<file path="src/rtl/ha_array_pkg.sv">
// ha_array_pkg: shared widths, FSM state and row type for the half-adder array accumulator
package ha_array_pkg;
  localparam int ROW_T_W = 9;
  localparam int ROW_B_W = 7;
  localparam int PROD_W = 16;
  localparam int ACC_W = 17;
  typedef enum logic [1:0] {IDLE, ACC, DONE} state_t;
  typedef struct packed {
    logic [ROW_B_W-1:0] b;
    logic [ROW_T_W-1:0] t;
  } row_t;
endpackage

</file>
<file path="src/rtl/ha_row_weight.sv">
// ha_row_weight: weights one ha_array row (t + b<<2) by its row shift 2k into a 17-bit contribution
// Ports: row {b,t} in, k row index in, contribution out.
module ha_row_weight
  import ha_array_pkg::*;
(
  input  row_t             row,
  input  logic [1:0]       k,
  output logic [ACC_W-1:0] contribution
);
  assign contribution = (ACC_W'(row.t) + (ACC_W'(row.b) << 2)) << {k, 1'b0};
endmodule

</file>
<file path="src/rtl/ha_array_accumulator.sv">
// ha_array_accumulator: sequentially sums four ha_array rows into a saturated 16-bit product
// Ports: clk, rst (async high); in_valid/in_ready + ha_array_{0..3}_{b,t} row inputs;
// out_valid/out_ready + product/ovf result. Macro HA_ARRAY_ACC_COMP_EN adds COMP_BIAS before saturation.
module ha_array_accumulator
  import ha_array_pkg::*;
#(
  parameter int ROWS = 4,
  parameter logic [PROD_W-1:0] COMP_BIAS = 16'd365
) (
  input  logic               clk,
  input  logic               rst,
  input  logic               in_valid,
  output logic               in_ready,
  input  logic [ROW_B_W-1:0] ha_array_0_b,
  input  logic [ROW_B_W-1:0] ha_array_1_b,
  input  logic [ROW_B_W-1:0] ha_array_2_b,
  input  logic [ROW_B_W-1:0] ha_array_3_b,
  input  logic [ROW_T_W-1:0] ha_array_0_t,
  input  logic [ROW_T_W-1:0] ha_array_1_t,
  input  logic [ROW_T_W-1:0] ha_array_2_t,
  input  logic [ROW_T_W-1:0] ha_array_3_t,
  output logic               out_valid,
  input  logic               out_ready,
  output logic [PROD_W-1:0]  product,
  output logic               ovf
);
  localparam int CW = $clog2(ROWS + 1);
`ifdef HA_ARRAY_ACC_COMP_EN
  localparam bit COMP = 1'b1;
`else
  localparam bit COMP = 1'b0;
`endif
  localparam logic [PROD_W-1:0] BIAS = COMP ? COMP_BIAS : '0;
  state_t state;
  row_t rows [4];
  logic [ACC_W-1:0] acc, contribution, sum;
  logic [CW-1:0] cnt;
  ha_row_weight u_weight (
    .row(rows[cnt[1:0]]),
    .k(cnt[1:0]),
    .contribution(contribution)
  );
  // The extra ACC cycle at cnt==ROWS finalises the result: bias and saturation happen on the DONE entry edge.
  assign sum = acc + ACC_W'(BIAS);
  always_ff @(posedge clk or posedge rst)
    if (rst) begin
      state <= IDLE;
      in_ready <= 1'b1;
      out_valid <= 1'b0;
      product <= '0;
      ovf <= 1'b0;
      acc <= '0;
      cnt <= '0;
      rows <= '{default: '0};
    end else
      case (state)
        IDLE:
          if (in_valid) begin
            rows <= '{row_t'{ha_array_0_b, ha_array_0_t}, row_t'{ha_array_1_b, ha_array_1_t},
                      row_t'{ha_array_2_b, ha_array_2_t}, row_t'{ha_array_3_b, ha_array_3_t}};
            acc <= '0;
            cnt <= '0;
            in_ready <= 1'b0;
            state <= ACC;
          end
        ACC:
          if (cnt == CW'(ROWS)) begin
            product <= sum[ACC_W-1] ? '1 : sum[PROD_W-1:0];
            ovf <= sum[ACC_W-1];
            out_valid <= 1'b1;
            state <= DONE;
          end else begin
            acc <= acc + contribution;
            cnt <= cnt + CW'(1);
          end
        DONE:
          if (out_ready) begin
            out_valid <= 1'b0;
            in_ready <= 1'b1;
            state <= IDLE;
          end
        default: state <= IDLE;
      endcase
endmodule

</file>
<file path="config.mk">
export PLATFORM = sky130hd
export DESIGN_NAME = ha_array_accumulator
export DESIGN_NICKNAME = d
export VERILOG_FILES = /design/src/rtl/ha_array_pkg.sv /design/src/rtl/ha_row_weight.sv /design/src/rtl/ha_array_accumulator.sv
export SDC_FILE = /design/constraint.sdc
export NUM_CORES = 1
export LEC_CHECK = 0
export ABC_CLOCK_PERIOD_IN_PS = 8400
export BUFFER_PORTS_ARGS = -buffer_cell sky130_fd_sc_hd__buf_2
export CELL_PAD_IN_SITES_DETAIL_PLACEMENT = 0
export CELL_PAD_IN_SITES_GLOBAL_PLACEMENT = 1
export CORE_MARGIN = 2
export CORE_UTILIZATION = 40
export DETAILED_ROUTE_END_ITERATION = 6
export PLACE_DENSITY_LB_ADDON = 0.1
export SLEW_MARGIN = 10
export SYNTH_ARGS = -nofsm -noshare
export SYNTH_HDL_FRONTEND = slang
export SYNTH_SLANG_ARGS = --single-unit
</file>
<file path="constraint.sdc">
create_clock -name clk -period 8.4 [get_ports clk]
set_clock_uncertainty 0.05 [all_clocks]
set_input_delay 0.84 -clock clk [delete_from_list [all_inputs] [get_ports clk]]
set_output_delay 0.84 -clock clk [all_outputs]
set_load 0.02 [all_outputs]
</file>
==> results.json, run 1 <==
{
  "outcome": "completed",
  "slowest_stage": "mux4_2",
  "cpPeakStageDelay_ps": 570,
  "grt_antenna_before_repair": 0,
  "worstSetupEndpointType": "register",
  "yosysUniqueCellTypes": 49,
  "worstPathRequired_ps": 8620,
  "cts_resized": 0,
  "netlist_instances": 492,
  "clkSinkCount": 105,
  "grt_pass1_wl_mm": 19.3,
  "async_flop_share_pct": 100,
  "r2r_slack_ps": 3800,
  "io_buffers": 86,
  "final_cell_mix": "dfrtp_1, buf_2, mux2_2",
  "insertion_delay_ps": 350,
  "yosysTopAreaCell": "dfrtp_1",
  "cts_root_buf": "clkbuf_16",
  "drt_iter0_drc": 105,
  "setup_viol": 0,
  "io_pins": 87,
  "synth_nets": 587,
  "cts_max_level": 3,
  "rsz0062_at_grt": "no",
  "routed_wl_mm": 11.3,
  "synthTopCellsByArea": "dfrtp_1, mux2_2, mux4_2",
  "startpoint": "cnt[1]$_DFFE_PP0P_",
  "core_sq_um": 13300,
  "synth.cell_area_sq_um": 5520,
  "ys_ff_latch": 105,
  "grt_max_degree": 66,
  "timing.rr.end": "acc[16]$_DFFE_PP0P_",
  "placedCellCount": 733,
  "synth-warning-count": 0,
  "layout-drive-gt1-share_pct": 33.7,
  "die_w_microns": 122,
  "layout_min_cycle_time_ps": 4600,
  "synth_edf_count": 0,
  "antenna_cells": 0,
  "tritoncts": "built",
  "globalRouteTotalUtil_pct": 16.7,
  "synth_top_cell_area_share_pct": 47.1,
  "relSlewSlack_pct": 27.6,
  "dpl_cell_area_sq_um": 6100,
  "dp_hpwl_mm": 8.34,
  "cap_violations": 0,
  "postRouteAntennaNets": 0,
  "worst_hold_slack_ps": 422,
  "crit_chain": "buf_4 -> mux4_2 -> ha_1 -> fa_1 -> a21o_1 -> a21oi_1 -> nor2_1 -> a21o_1 -> a221o_1 -> o21ai_1 -> ha_1 -> nand2_1 -> o22a_1 -> o311a_4 -> o21ai_2 -> o21bai_1 -> mux2i_1",
  "numCtsBuffers": 9,
  "cts_hold_buf": 0,
  "crit_end": "acc[16]$_DFFE_PP0P_",
  "globalplace.congestion": 0.839,
  "cts_buffer_depth": 2,
  "hp-class": "register to register",
  "reg2regPathDepth": 17,
  "critPathLaunchType": "register",
  "final_cell_count_no_fill": 749,
  "dieHeight_microns": 122,
  "initial_utilization_pct": 41.4,
  "hold_viol_final": 0,
  "fin_nets": 663,
  "rows": 42,
  "clk_pin_slew_ps": 70,
  "post-cts-setup-buffers": 0,
  "timing.fmax_ghz": 0.217,
  "fin_crit_sh_pct": 54.8,
  "syn_avg_cell_area_sq_um": 11.2,
  "areaGrowthSynthToFinish_pct": 15.4,
  "routed_via_density": 5.15,
  "worstMarginPinSlew_ps": 1080,
  "final_area_sq_um": 6380,
  "grt_pass1_vias": 3861,
  "finalSetupTns_ps": 0,
  "die_area_sq_um": 14800,
  "route.detailed.drc": 0,
  "via_count": 3854,
  "post_drt_wl_per_cell_microns": 15.1,
  "dr.pass1.iters": 4,
  "crit_type": "register to register",
  "maxSlewViolCount": 0,
  "yosysSeqAreaShare_pct": 47.6,
  "fill_cells": 1296,
  "final_common_cell": "dfrtp_1",
  "rr_startpoint": "cnt[1]$_DFFE_PP0P_",
  "crit_arrival_ps": 4820,
  "overflow": 0,
  "worst-path-max-fanout": 35,
  "ys.flop_type": "dfrtp_1"
}
## registers in the layout (all words and copies together) (netlist names)
name and cells:
out_valid 1, acc 17, ovf 1, state 2
rows 64, in_ready 1, product 16, cnt 3
## worst min path at each step
stage	depth (start not counted)	to	from
global route	2	product[11]$_DFFE_PP0P_	product[11]$_DFFE_PP0P_
finish	2	product[9]$_DFFE_PP0P_	product[9]$_DFFE_PP0P_
floorplan	1	rows[48]$_DFFE_PP0P_	rows[48]$_DFFE_PP0P_
CTS	2	product[9]$_DFFE_PP0P_	product[9]$_DFFE_PP0P_
detailed placement	2	product[9]$_DFFE_PP0P_	product[9]$_DFFE_PP0P_
global placement	2	product[10]$_DFFE_PP0P_	product[10]$_DFFE_PP0P_
## synthesized netlist by cell type (all sizes together) (2+ instances only)
cell type    n
fa           2
clkbuf      10
a22o         4
a211oi       2
nand2       55
nor2        41
a21o         7
nand4        2
nand3        9
o21bai       3
o22ai        2
xnor2       11
mux2i        4
o21ai       44
and2         2
nor3         3
ha          25
mux4        14
xor2         7
inv          6
mux2        65
and3         2
a31oi        3
dfrtp      104
o22a         2
buf         15
a21oi       30
o2bb2ai      3
## cell families (layout without fill, tap and decap cells)
family / after synthesis / count (layout) / share of synthesized area, %
xor+xnor: 18 / 18 / 2.85
mux: 83 / 83 / 19.7
compound gates: 109 / 109 / 12.2
flops: 105 / 105 / 47.6
simple gates: 118 / 118 / 8.79
buf+inv: 32 / 113 / 2.54
fa+ha+maj: 27 / 27 / 6.39
## stage by stage
| step | worst slack [ps] | util [%] |
|---|---|---|
| finish | 3800 | 47.8 |
| global route | 3320 | 47.8 |
| CTS | 3750 | 47.8 |
| detailed placement | 3790 | 45.7 |
| global placement | 3930 | 45.7 |
| floorplan | 4260 | - |
## final cells by class
| cell class | count | area (sq um) | share of cell area [%] |
|---|---|---|---|
| Sequential cell | 105 | 2630 | 41.2 |
| Multi-Input combinational cell | 355 | 2760 | 43.3 |
| Clock inverter | 4 | 28.8 | 0.451 |
| Tap cell | 176 | 220 | 3.45 |
| Timing Repair Buffer | 90 | 460 | 7.22 |
| Clock buffer | 12 | 246 | 3.87 |
| Inverter | 7 | 28.8 | 0.451 |
## routing by layer
| layer | global-route usage (%) | routed length (microns) | part of all wire (%) | vias up |
|---|---|---|---|---|
| met5 | 0 | 0 | 0 | - |
| met2 | 26.7 | 5350 | 47 | 74 |
| li1 | - | - | - | 1924 |
| met3 | 3.24 | 461 | 4.1 | 15 |
| met1 | 22.6 | 5310 | 47 | 1841 |
| met4 | 6.25 | 196 | 1.7 | 0 |
## critical path, delay by kind of cell (launching register included)
kind | cells | cell delay (ps)
buf+inv | 1 | 390
simple gates | 2 | 240
flops | 1 | 330
fa+ha+maj | 3 | 980
compound gates | 9 | 1750
mux | 2 | 780
Power of run 1 is left out: the tool's default activity adds up to more than one toggle a clock period on the data nets, which glitch-free logic cannot reach.
==> run 2, diff against run 1 <==
Settings changed: ABC_CLOCK_PERIOD_IN_PS 8400 to 4700.
Clock period 8.4 ns to 4.7 ns, I/O delays scaled along.
==> run 2 against run 1 <==
Global-route usage grew 0.059 points. Non-clock buffer count grew 7. First-iteration DRC count shrank 2.9%. Critical endpoint unchanged. Fmax grew 6.3%. Highest routed layer is now met5.
==> results.json, run 2 (synthesis gave the netlist of run 1 again) <==
{
  "crit_top_cell": "a21o_1",
  "areaGrowthSynthToFinish_pct": 17.1,
  "routed_wl_mm": 11.7,
  "dieHeight_microns": 122,
  "io_pins": 87,
  "grt_max_degree": 65,
  "via_count": 3872,
  "post-cts-setup-buffers": 0,
  "insertion_delay_ps": 350,
  "crit_type": "register to register",
  "reg_top3": "rows (64), acc (17), product (16)",
  "setup_viol": 0,
  "overflow": 0,
  "globalplace.congestion": 0.856,
  "worstPathRequired_ps": 4920,
  "antenna_cells": 0,
  "hold_viol_final": 0,
  "cap_violations": 0,
  "worstMarginPinSlew_ps": 1050,
  "initial_utilization_pct": 41.4,
  "clkSinkCount": 105,
  "finalSetupTns_ps": 0,
  "grt_antenna_before_repair": 2,
  "cts_buffer_depth": 2,
  "final_cell_mix": "dfrtp_1, buf_2, mux2_2",
  "layout_min_cycle_time_ps": 4330,
  "place_ws_ps": 377,
  "rows": 42,
  "clk_pin_slew_ps": 70,
  "outcome": "completed",
  "fin_crit_sh_pct": 92.2,
  "dp_hpwl_mm": 8.94,
  "die_w_microns": 122,
  "largest_reg_flops": 64,
  "final_common_cell": "dfrtp_1",
  "worst-path-max-fanout": 9,
  "cts_root_buf": "clkbuf_16",
  "dr.pass1.iters": 4,
  "multi_input_area_sq_um": 2770,
  "cts_max_level": 3,
  "fill_cells": 1303,
  "layout-drive-gt1-share_pct": 35.0,
  "numCtsBuffers": 9,
  "timing.fmax_ghz": 0.231,
  "critPathLaunchType": "register",
  "drt_iter0_drc": 102,
  "postRouteAntennaNets": 0,
  "slowest_stage": "mux4_2",
  "routed_via_density": 5.12,
  "globalRouteTotalUtil_pct": 16.8,
  "die_area_sq_um": 14800,
  "setup_slack_ps": 368,
  "hp-class": "input pin to asynchronous set/reset pin",
  "crit_arrival_ps": 4550,
  "worstSetupEndpointType": "register",
  "grt_pass1_vias": 3834,
  "maxSlewViolCount": 0,
  "fin_nets": 670,
  "tritoncts": "built",
  "cpPeakStageDelay_ps": 570,
  "grt_pass1_wl_mm": 19.1,
  "post_drt_wl_per_cell_microns": 15.4,
  "crit_chain": "buf_4 -> mux4_2 -> fa_1 -> a21o_1 -> a21oi_1 -> nor2_1 -> a21o_1 -> a221o_1 -> o21ai_1 -> ha_1 -> nand2_1 -> o22a_1 -> o311a_4 -> o21ai_2 -> o21bai_1 -> mux2i_1",
  "route.detailed.drc": 0,
  "relSlewSlack_pct": 29.8,
  "io_buffers": 86,
  "regMostFlops": "rows",
  "register_area_sq_um": 2630,
  "core_sq_um": 13300,
  "rsz0062_at_grt": "no"
}
[run 2: worst paths after layout]
path	to	slack [ps]	depth (start not counted)	startpoint
max	acc[16]$_DFFE_PP0P_	370	16	cnt[1]$_DFFE_PP0P_
min	rows[15]$_DFFE_PP0P_	220	2	rst
max reg2reg	acc[16]$_DFFE_PP0P_	370	16	cnt[1]$_DFFE_PP0P_
min reg2reg	product[8]$_DFFE_PP0P_	420	2	product[8]$_DFFE_PP0P_
max in group asynchronous	product[0]$_DFFE_PP0P_	3350	3	rst
min in group clk	rows[28]$_DFFE_PP0P_	290	2	ha_array_2_b[3]
[run 2: worst max-delay path: cells and delay by family, from the launching register on]
family / cells / cell delay (ps)
AO/OA/AOI/OAI: 9 / 1720
adder cells (fa/ha/maj): 2 / 800
buffers and inverters: 1 / 250
flip-flops: 1 / 430
multiplexers: 2 / 760
AND/OR/NAND/NOR: 2 / 240
[run 2: final cells by class]
class / instances / share of cell area, %
Clock inverter: 5 / 0.986
Clock buffer: 11 / 3.75
Inverter: 7 / 0.445
Tap cell: 176 / 3.40
Multi-Input combinational cell: 355 / 42.9
Timing Repair Buffer: 97 / 7.93
Sequential cell: 105 / 40.6
[run 2: stage by stage]
step	hold WS (ps)	instances	cell area (sq um)	util [%]
2_1_floorplan	422	492	5520	-
3_3_place_gp	406	740	6150	46.1
3_5_place_dp	416	740	6150	46.1
4_1_cts	246	756	6460	48.4
5_1_grt	267	756	6470	48.5
6_report	216	756	6470	48.5
[run 2: timing repair]
item,CTS,global route
resized for setup,0,2
endpoints found under the hold margin,0,0
setup endpoints to repair,0,3
hold buffers,0,0
[run 2: layer usage]
| metal | track usage, % | share of wire [%] |
|---|---|---|
| met1 | 22.8 | 47 |
| met2 | 26.3 | 47 |
| met3 | 3.85 | 4.5 |
| met4 | 6.18 | 1.6 |
| met5 | 0 | 0.11 |
Power of run 2 is left out for the same reason.
==> run 3, diff against run 2 <==
Settings changed: BUFFER_PORTS_ARGS -buffer_cell sky130_fd_sc_hd__buf_2 to not set, DONT_BUFFER_PORTS set to 1.
==> run 3 against run 2 <==
Final cell count down 12%. Sequential share of layout area up 2.9 points. First-iteration DRC count up 15%. Sequential cell count unchanged. Non-clock buffer count down 89. Die area unchanged. Wire length down 1.8%. Critical path type unchanged.
==> results.json, run 3 (synthesis gave the netlist of run 1 again) <==
{
  "outcome": "completed",
  "crit_type": "register to register",
  "numCtsBuffers": 9,
  "reg2regPathDepth": 16,
  "cts_root_buf": "clkbuf_16",
  "crit_arrival_ps": 4520,
  "globalplace.congestion": 0.829,
  "cts_buffer_depth": 2,
  "hp-class": "input pin to asynchronous set/reset pin",
  "final_common_cell": "dfrtp_1",
  "cap_violations": 0,
  "grt_antenna_before_repair": 2,
  "maxSlewViolCount": 0,
  "critPathLaunchType": "register",
  "regMostFlops": "rows",
  "clk_pin_slew_ps": 70,
  "via_count": 3606,
  "grt_pass1_wl_mm": 19.5,
  "timing.fmax_ghz": 0.231,
  "grt_max_degree": 69,
  "grt_pass1_vias": 3832,
  "finalSetupTns_ps": 0,
  "placedCellCount": 651,
  "cp_num_buf_inv": 1,
  "rr_startpoint": "cnt[0]$_DFFE_PP0P_",
  "crit_top_cell": "ha_1",
  "areaGrowthSynthToFinish_pct": 9.49,
  "post_drt_wl_per_cell_microns": 17.2,
  "slowest_stage": "dfrtp_1",
  "crit_family": "compound AO/OA/AOI/OAI gates",
  "setup_viol": 0,
  "final_cell_mix": "dfrtp_1, mux2_2, nand2_1",
  "globalRouteTotalUtil_pct": 17.0,
  "fin_crit_sh_pct": 92.2,
  "io_pins": 87,
  "rows": 42,
  "utilization_pct": 45.3,
  "final_cell_count_no_fill": 667,
  "reg_top3": "rows (64), acc (17), product (16)",
  "r2r_slack_ps": 370,
  "io_buffers": 0,
  "die_w_microns": 122,
  "dieHeight_microns": 122,
  "drt_iter0_drc": 117,
  "largest_reg_flops": 64,
  "initial_utilization_pct": 41.4,
  "post-cts-setup-buffers": 0,
  "die_area_sq_um": 14800,
  "top_usage_layer": "met2",
  "cpPeakStageDelay_ps": 540,
  "worst-path-max-fanout": 28,
  "fin_nets": 581,
  "timing.rr.end": "acc[15]$_DFFE_PP0P_",
  "layout-drive-gt1-share_pct": 23.2,
  "met1_usage_pct": 21.3,
  "cts_max_level": 3,
  "overflow": 0,
  "core_sq_um": 13300,
  "dp_hpwl_mm": 8.54,
  "crit_chain": "buf_12 -> mux4_2 -> ha_1 -> a211oi_1 -> o21bai_1 -> a21oi_1 -> nand2b_1 -> o21ai_0 -> o22ai_1 -> ha_1 -> nand3_1 -> o2bb2ai_1 -> a21oi_2 -> nor4_1 -> nor2_1 -> o311ai_1",
  "hold_viol_final": 0,
  "worstPathRequired_ps": 4890,
  "worstMarginPinSlew_ps": 922,
  "dr.pass1.iters": 4,
  "route.detailed.drc": 0,
  "fill_cells": 1289,
  "worstSetupEndpointType": "register",
  "routed_via_density": 5.41,
  "tritoncts": "built",
  "postRouteAntennaNets": 0,
  "startpoint": "cnt[0]$_DFFE_PP0P_",
  "layout_min_cycle_time_ps": 4330,
  "clkSinkCount": 105,
  "gr-usage-met2_pct": 27.6,
  "gr-usage-met3_pct": 6.72,
  "insertion_delay_ps": 350,
  "rsz0062_at_grt": "no",
  "cts_hold_buf": 0,
  "routed_wl_mm": 11.5,
  "antenna_cells": 0,
  "relSlewSlack_pct": 38.4
}
==> run 3: timing repair <==
action                                 4_1_cts  5_1_grt
endpoints found under the hold margin        0        0
setup endpoints to repair                    0        2
resized for setup                            0        1
==> run 3: stage by stage <==
stage | setup WS [ps] | hold WS [ps] | cell area, sq um
2_1_floorplan | 558 | 422 | 5520
3_3_place_gp | 378 | 436 | 5710
3_5_place_dp | 282 | 443 | 5710
4_1_cts | 227 | 136 | 6050
5_1_grt | 15.6 | 185 | 6050
6_report | 369 | 119 | 6050
==> run 3: layout make-up <==
class / count / area (sq um) / area share, %
Sequential cell: 105 / 2630 / 43.5
Timing Repair Buffer: 8 / 72.6 / 1.20
Tap cell: 176 / 220 / 3.64
Inverter: 7 / 28.8 / 0.476
Clock buffer: 10 / 239 / 3.95
Clock inverter: 6 / 95.1 / 1.57
Multi-Input combinational cell: 355 / 2760 / 45.7
==> run 3: per-layer routing <==
| layer | routed length [microns] | vias up |
|---|---|---|
| li1 | - | 1757 |
| met1 | 5110 | 1755 |
| met2 | 5460 | 79 |
| met3 | 737 | 13 |
| met4 | 144 | 2 |
| met5 | 11 | - |
==> run 3: worst max-delay path by stage <==
stage | endpoint | slack (ps) | cells after the start
after detailed placement | acc[15]$_DFFE_PP0P_ | 280 | 16
after floorplan | acc[16]$_DFFE_PP0P_ | 560 | 17
after global placement | acc[16]$_DFFE_PP0P_ | 380 | 16
final | acc[15]$_DFFE_PP0P_ | 370 | 16
after global routing | acc[15]$_DFFE_PP0P_ | 20 | 15
after CTS | acc[15]$_DFFE_PP0P_ | 230 | 16
Power of run 3 is left out for the same reason.
